File: config.mk
export PLATFORM = sky130hd
export DESIGN_NAME = ftsd_scan4
export DESIGN_NICKNAME = d
export VERILOG_FILES = /design/src/rtl/ftsd_pkg.sv /design/src/rtl/bcd_to_ftsd.sv /design/src/rtl/ftsd_scan4.sv
export SDC_FILE = /design/constraint.sdc
export NUM_CORES = 1
export LEC_CHECK = 0
export CAP_MARGIN = 25
export CELL_PAD_IN_SITES_DETAIL_PLACEMENT = 2
export CELL_PAD_IN_SITES_GLOBAL_PLACEMENT = 2
export CORE_MARGIN = 2
export CORE_UTILIZATION = 32
export DETAILED_ROUTE_END_ITERATION = 6
export PLACE_DENSITY = 0.84
export SYNTH_ARGS = -nofsm -noshare
export SYNTH_HDL_FRONTEND = slang
export SYNTH_SLANG_ARGS = --single-unit
File: constraint.sdc
create_clock -name clk -period 2.71 [get_ports clk]
set_clock_uncertainty 0.15 [all_clocks]
set_input_delay 0.271 -clock clk [delete_from_list [all_inputs] [get_ports clk]]
set_output_delay 0.271 -clock clk [all_outputs]
set_load 0.03 [all_outputs]
File: src/rtl/ftsd_pkg.sv
// ---------------------------------------------------------------------------
// ftsd_pkg
// Shared widths and fourteen-segment glyphs for the score display path.
// All glyphs are active-low: a 0 bit lights the segment, 1 leaves it dark.
//
// Bit map of the 15-bit segment bus:
//   [0] a (top)      [1] b (upper right)  [2] c (lower right)  [3] d (bottom)
//   [4] e (lower left) [5] f (upper left) [6] g1 (mid left)   [7] g2 (mid right)
//   [13:8] diagonals / centre verticals (unused by digits)     [14] dp
// ---------------------------------------------------------------------------
package ftsd_pkg;

    localparam int FTSD_W = 15;
    localparam int DIGITS = 4;

    localparam logic [FTSD_W-1:0] SEG_A  = 15'h0001;
    localparam logic [FTSD_W-1:0] SEG_B  = 15'h0002;
    localparam logic [FTSD_W-1:0] SEG_C  = 15'h0004;
    localparam logic [FTSD_W-1:0] SEG_D  = 15'h0008;
    localparam logic [FTSD_W-1:0] SEG_E  = 15'h0010;
    localparam logic [FTSD_W-1:0] SEG_F  = 15'h0020;
    localparam logic [FTSD_W-1:0] SEG_G1 = 15'h0040;
    localparam logic [FTSD_W-1:0] SEG_G2 = 15'h0080;

    // Inverting the lit-segment mask gives the active-low pattern with every
    // unused segment (diagonals, dp) held dark.
    localparam logic [FTSD_W-1:0] FTSD_BLANK = 15'h7FFF;
    localparam logic [FTSD_W-1:0] FTSD_DASH  = ~(SEG_G1 | SEG_G2);
    localparam logic [FTSD_W-1:0] FTSD_0 = ~(SEG_A | SEG_B | SEG_C | SEG_D | SEG_E | SEG_F);
    localparam logic [FTSD_W-1:0] FTSD_1 = ~(SEG_B | SEG_C);
    localparam logic [FTSD_W-1:0] FTSD_2 = ~(SEG_A | SEG_B | SEG_G1 | SEG_G2 | SEG_E | SEG_D);
    localparam logic [FTSD_W-1:0] FTSD_3 = ~(SEG_A | SEG_B | SEG_C | SEG_D | SEG_G1 | SEG_G2);
    localparam logic [FTSD_W-1:0] FTSD_4 = ~(SEG_F | SEG_G1 | SEG_G2 | SEG_B | SEG_C);
    localparam logic [FTSD_W-1:0] FTSD_5 = ~(SEG_A | SEG_F | SEG_G1 | SEG_G2 | SEG_C | SEG_D);
    localparam logic [FTSD_W-1:0] FTSD_6 = ~(SEG_A | SEG_F | SEG_E | SEG_D | SEG_C | SEG_G1 | SEG_G2);
    localparam logic [FTSD_W-1:0] FTSD_7 = ~(SEG_A | SEG_B | SEG_C);
    localparam logic [FTSD_W-1:0] FTSD_8 = ~(SEG_A | SEG_B | SEG_C | SEG_D | SEG_E | SEG_F |
                                             SEG_G1 | SEG_G2);
    localparam logic [FTSD_W-1:0] FTSD_9 = ~(SEG_A | SEG_B | SEG_C | SEG_D | SEG_F |
                                             SEG_G1 | SEG_G2);

endpackage

File: src/rtl/bcd_to_ftsd.sv
// ---------------------------------------------------------------------------
// bcd_to_ftsd
// Combinational BCD digit to fourteen-segment glyph decoder.
// Ports:
//   bcd : 4-bit digit value
//   seg : active-low segment pattern; non-decimal codes 10..15 show a dash
// ---------------------------------------------------------------------------
module bcd_to_ftsd
    import ftsd_pkg::*;
(
    input  logic [3:0]        bcd,
    output logic [FTSD_W-1:0] seg
);

    always_comb begin
        seg = FTSD_DASH;
        case (bcd)
            4'd0:    seg = FTSD_0;
            4'd1:    seg = FTSD_1;
            4'd2:    seg = FTSD_2;
            4'd3:    seg = FTSD_3;
            4'd4:    seg = FTSD_4;
            4'd5:    seg = FTSD_5;
            4'd6:    seg = FTSD_6;
            4'd7:    seg = FTSD_7;
            4'd8:    seg = FTSD_8;
            4'd9:    seg = FTSD_9;
            default: seg = FTSD_DASH;
        endcase
    end

endmodule

File: src/rtl/ftsd_scan4.sv
// ---------------------------------------------------------------------------
// ftsd_scan4
// Time-multiplexes a 4-digit BCD score onto the fourteen-segment display,
// with optional leading-zero blanking and a frame-locked blink.
// Ports:
//   clk        : system clock, the only clock
//   rst_n      : synchronous active-low reset
//   score      : four BCD digits, [3:0] rightmost (digit 0)
//   blink      : level; 1 blanks the whole display in the blink off phase
//   frame_done : one-cycle pulse as digit 3's slot ends
//   ftsd       : active-low segment bus
//   ftsd_ctl   : active-low one-hot digit enable
// Parameters:
//   SCAN_DIV     : clk cycles per digit slot (>= 2)
//   BLINK_FRAMES : full frames per blink half-period (>= 1)
//   LZ_BLANK     : 1 blanks leading zeros on digits 3..1
// ---------------------------------------------------------------------------
module ftsd_scan4
    import ftsd_pkg::*;
#(
    parameter int SCAN_DIV     = 50000,
    parameter int BLINK_FRAMES = 125,
    parameter int LZ_BLANK     = 1
) (
    input  logic              clk,
    input  logic              rst_n,
    input  logic [15:0]       score,
    input  logic              blink,
    output logic              frame_done,
    output logic [FTSD_W-1:0] ftsd,
    output logic [3:0]        ftsd_ctl
);

    localparam int SCAN_W  = (SCAN_DIV > 1) ? $clog2(SCAN_DIV) : 1;
    localparam int FRAME_W = (BLINK_FRAMES > 1) ? $clog2(BLINK_FRAMES) : 1;
    localparam logic [SCAN_W-1:0]  SCAN_LAST  = SCAN_W'(SCAN_DIV - 1);
    localparam logic [FRAME_W-1:0] FRAME_LAST = FRAME_W'(BLINK_FRAMES - 1);

    logic [SCAN_W-1:0]  scan_cnt;
    logic [1:0]         idx;
    logic [15:0]        shadow;
    logic [FRAME_W-1:0] frame_cnt;
    logic               blink_on;

    logic               terminal;
    logic               frame_end;
    logic [3:0]         cur_digit;
    logic [FTSD_W-1:0]  dec_seg;
    logic [DIGITS-1:0]  zero_from;
    logic               lz_hit;
    logic [FTSD_W-1:0]  seg_next;

    assign terminal  = (scan_cnt == SCAN_LAST);
    assign frame_end = terminal && (idx == 2'd3);

    // Digits are always taken from the per-frame shadow copy, never from the
    // live score, so a score change can only show up at a frame boundary.
    assign cur_digit = shadow[{idx, 2'b00} +: 4];

    bcd_to_ftsd u_dec (
        .bcd (cur_digit),
        .seg (dec_seg)
    );

    // zero_from[i]: digit i and every digit above it are zero.
    always_comb begin
        zero_from = '0;
        zero_from[DIGITS-1] = (shadow[15:12] == 4'd0);
        for (int i = DIGITS - 2; i >= 0; i--) begin
            zero_from[i] = zero_from[i+1] && (shadow[i*4 +: 4] == 4'd0);
        end
    end

    // Digit 0 is excluded so a zero score still shows a single 0.
    assign lz_hit = (LZ_BLANK != 0) && (idx != 2'd0) && zero_from[idx];

    always_comb begin
        seg_next = dec_seg;
        if (blink && !blink_on) begin
            seg_next = FTSD_BLANK;
        end else if (lz_hit) begin
            seg_next = FTSD_BLANK;
        end
    end

    always_ff @(posedge clk) begin
        if (!rst_n) begin
            scan_cnt   <= '0;
            idx        <= 2'd0;
            shadow     <= 16'h0000;
            frame_cnt  <= '0;
            blink_on   <= 1'b1;
            frame_done <= 1'b0;
            ftsd       <= FTSD_BLANK;
            ftsd_ctl   <= 4'b1111;
        end else begin
            frame_done <= frame_end;
            ftsd_ctl   <= ~(4'b0001 << idx);
            ftsd       <= seg_next;

            if (terminal) begin
                scan_cnt <= '0;
                idx      <= idx + 2'd1;
            end else begin
                scan_cnt <= scan_cnt + SCAN_W'(1);
            end

            // blink_on keeps toggling even with blink low, so turning blink
            // back on resumes in phase with the frame count.
            if (frame_end) begin
                shadow <= score;
                if (frame_cnt == FRAME_LAST) begin
                    frame_cnt <= '0;
                    blink_on  <= ~blink_on;
                end else begin
                    frame_cnt <= frame_cnt + FRAME_W'(1);
                end
            end
        end
    end

endmodule

==> metrics.md <==
| Metric | Value |
|---|---|
| Compound-Gate Fraction of Synth Area | `0.121` |
| CP required | `~2.8 ns` |
| Initial drt markers | `80` |
| Critical Path End Type | `flip-flop` |
| Synth Register Bits | `54` |
| Share of layout cells above drive strength 1 | `0.0734` |
| Mux contribution to synthesized area | `0.0419` |
| Final HPWL DP | `4990 µm` |
| Fin area | `around 3100 µm²` |
| Tot GR Track Use | `0.163` |
| Cells after Synth | `roughly 300` |
| Multi-input logic area | `1380 µm²` |
| Clock Latency Late Sink | `0.31 ns` |
| Post-synthesis simple-gate area fraction | `0.249` |
| Synth top area cells | `dfxtp_1, nand2_1, ha_1` |
| Total routed wirelength | `6610 µm` |
| Die Y | `94.1 µm` |
| Slowest stage delay, CP | `approximately 0.55 ns` |
| Critical path's top delay family | `simple AND/OR/NAND/NOR gates` |
| Critical-path top delay cell | `or4b_4` |
| Fin. max-slew vios | `0` |
| R2r setup slk | `roughly 0.34 ns` |
| RSZ-0062 raised after global routing | `no` |
| Max IR drop VDD | `0.196 mV` |
| Total chip power | `1.39 mW` |
| Core ar. | `7810 µm²` |
| Critical path arrival | `2.46 ns` |
| Max Cap Violations | `0` |
| Initial DRT Pass Iterations | `4` |
| Synth Cell Area | `2590 µm²` |
| Worst-path fanout max | `11` |
| # DRC | `0` |
| DP Area | `2980 µm²` |
| Setup Viol. Count Final | `0` |
| Maximum clock frequency | `roughly 420 MHz` |
| Hold WC Path Type | `reg -> reg` |
| Fillers | `roughly 900` |
| Area share of the largest cell type after synthesis | `0.417` |
| Largest net degree at the start of global routing | `28` |
| Worst-Margin Slew | `between 0.5 and 0.6 ns` |
| Placed cells | `421` |
| Synth Area in XOR/XNOR | `0.0506` |
| Critical setup path kind | `reg -> reg` |
| Non-filler instance count after layout | `429` |
| GRT overflow | `0` |
| WP buf/inv | `1` |
| Critical Path Start Type | `flip-flop` |
| CTS clk-pin slew, worst paths | `0.10 ns` |
| Post-Synth Adder-Cell Area | `0.0579` |
| Most common cell after layout, fill and taps aside | `dfxtp_1` |
| CTS root buf | `clkbuf_8` |
| Row Count | `32` |
| H-tree Lvls | `2` |
| Postcts setup bufs | `0` |
| Setup TNS | `0 ns` |
| Final Hold Fails | `0` |
| Final Util | `0.394` |
| Final worst-path cycle share | `0.873` |
| Wire per inst | `between 15 and 20 µm` |
| Leak pwr | `1.12 nW` |
| Area Growth Syn to Fin | `18.7%` |
| Initial Utilization | `0.332` |
| CTS tree | `yes` |
| Ant diodes | `0` |
| Initial antenna violation count | `0` |
| Mean Syn Cell Area | `8.71 µm²` |
| Run status | `finished, final reports clean` |
| Synth cell types | `43` |
| Area leader, netlist | `dfxtp_1` |
| CTS Buf Count | `5` |
| FF/Latch Area | `1080 µm²` |
| First-pass GRT wire length | `around 11000 µm` |
| Fin nets | `357` |
| Crit-path cells | `or4b_4, nor3b_4, and4_1, buf_4, nand2_1, a21boi_1` |
| I/O Buffers | `31` |
| Number of antenna-violating nets in the routed design | `0` |
| Clk sinks | `54` |
| Rel. slew slack | `0.665` |
| Synth Warn # | `0` |
| Vias in the first global route | `2253` |
| # IOs | `39` |
| Largest family of logic cells by synthesized area | `simple AND/OR/NAND/NOR gates` |
| Via Count | `2142` |
| Hold Buf Count CTS | `0` |
| Die X | `94.1 µm` |
| Routability cong. | `0.751` |
| Post_cts resized | `0` |
| Vias/cell | `4.99` |
| Leading cell types in the layout, fill and taps excluded | `dfxtp_1, nand2_1, clkdlybuf4s50_1` |
| Die area | `8850 µm²` |
| Maximum buffer depth of the clock tree | `2` |
| Post-synthesis sequential area ratio | `0.417` |
| PD cells | `around 450 nW/µm²` |
| Fin crit period | `~2.4 ns` |
==> Yosys cell counts, drive strengths merged <==
master	n
mux2i	3
xnor2	6
or4b	1
or4	1
nor2	27
o31ai	2
o31a	1
o21a	1
mux2	1
nor3b	1
nand2	51
and3	4
clkbuf	10
ha	12
nand3	9
a211oi	3
a21boi	19
dfxtp	54
o21ai	13
or2	2
or3	2
nand4b	3
mux4	3
inv	10
nor4b	1
nand4	3
a21oi	7
o311ai	1
nor2b	3
and2	4
xor2	9
o211ai	1
and4	5
nor4	5
clkinv	1
buf	12
conb	1
nor3	4
nand2b	2
==> power by group <==
| group | internal (mW) | switching, mW | leakage (nW) | total [mW] |
|---|---|---|---|---|
| Sequential | 0.803 | 0.00501 | 0.438 | 0.808 |
| Clock | 0.211 | 0.278 | 0.0478 | 0.489 |
| Combinational | 0.0441 | 0.0489 | 0.632 | 0.0930 |
==> sequential cells by signal (all words and copies together), names as in the netlist <==
| register | count |
|---|---|
| frame_cnt | 7 |
| frame_done | 1 |
| ftsd | 7 |
| idx | 2 |
| shadow | 16 |
| blink_on | 1 |
| ftsd_ctl | 4 |
| scan_cnt | 16 |
==> path summary, 6_finish.rpt <==
| path | end | startpoint | depth (start not counted) |
|---|---|---|---|
| setup / recovery | shadow[9] | scan_cnt[12] | 6 |
| hold / removal | scan_cnt[0] | scan_cnt[0] | 1 |
| setup reg to reg | shadow[9] | scan_cnt[12] | 6 |
| hold reg to reg | scan_cnt[0] | scan_cnt[0] | 1 |
==> final cells by class <==
| cell class | count | share of cell area |
|---|---|---|
| repair buffers | 37 | 0.115 |
| clock inverters | 2 | 0.00528 |
| clock buffers | 6 | 0.0268 |
| inverters | 11 | 0.0134 |
| well taps | 102 | 0.0414 |
| multi-input cells | 217 | 0.447 |
| flip-flops and latches | 54 | 0.351 |
==> routing by layer <==
| metal | GRT usage | up-vias | wire length [µm] |
|---|---|---|---|
| met5 | 0 | - | 0 |
| met4 | 0.0556 | 0 | 116 |
| met3 | 0.0265 | 9 | 163 |
| met2 | 0.282 | 38 | 3260 |
| met1 | 0.205 | 1049 | 3070 |
| li1 | - | 1046 | - |
==> cell families after synthesis <==
kind of cell | count (synthesis)
other | 1
adders and majority gates | 12
and+or+nand+nor | 128
muxes | 7
AOI/OAI and AO/OA | 48
xor gates and xnor gates | 15
DFF | 54
buffers and inverters | 33
==> stage by stage <==
step,worst slack (ns),hold WS (ns)
3_5_place_dp,0.339,0.313
5_1_grt,0.185,0.358
4_1_cts,0.298,0.334
2_1_floorplan,0.585,0.260
6_report,0.343,0.330
3_3_place_gp,0.435,0.296
Power figures use the tool's default switching activity.
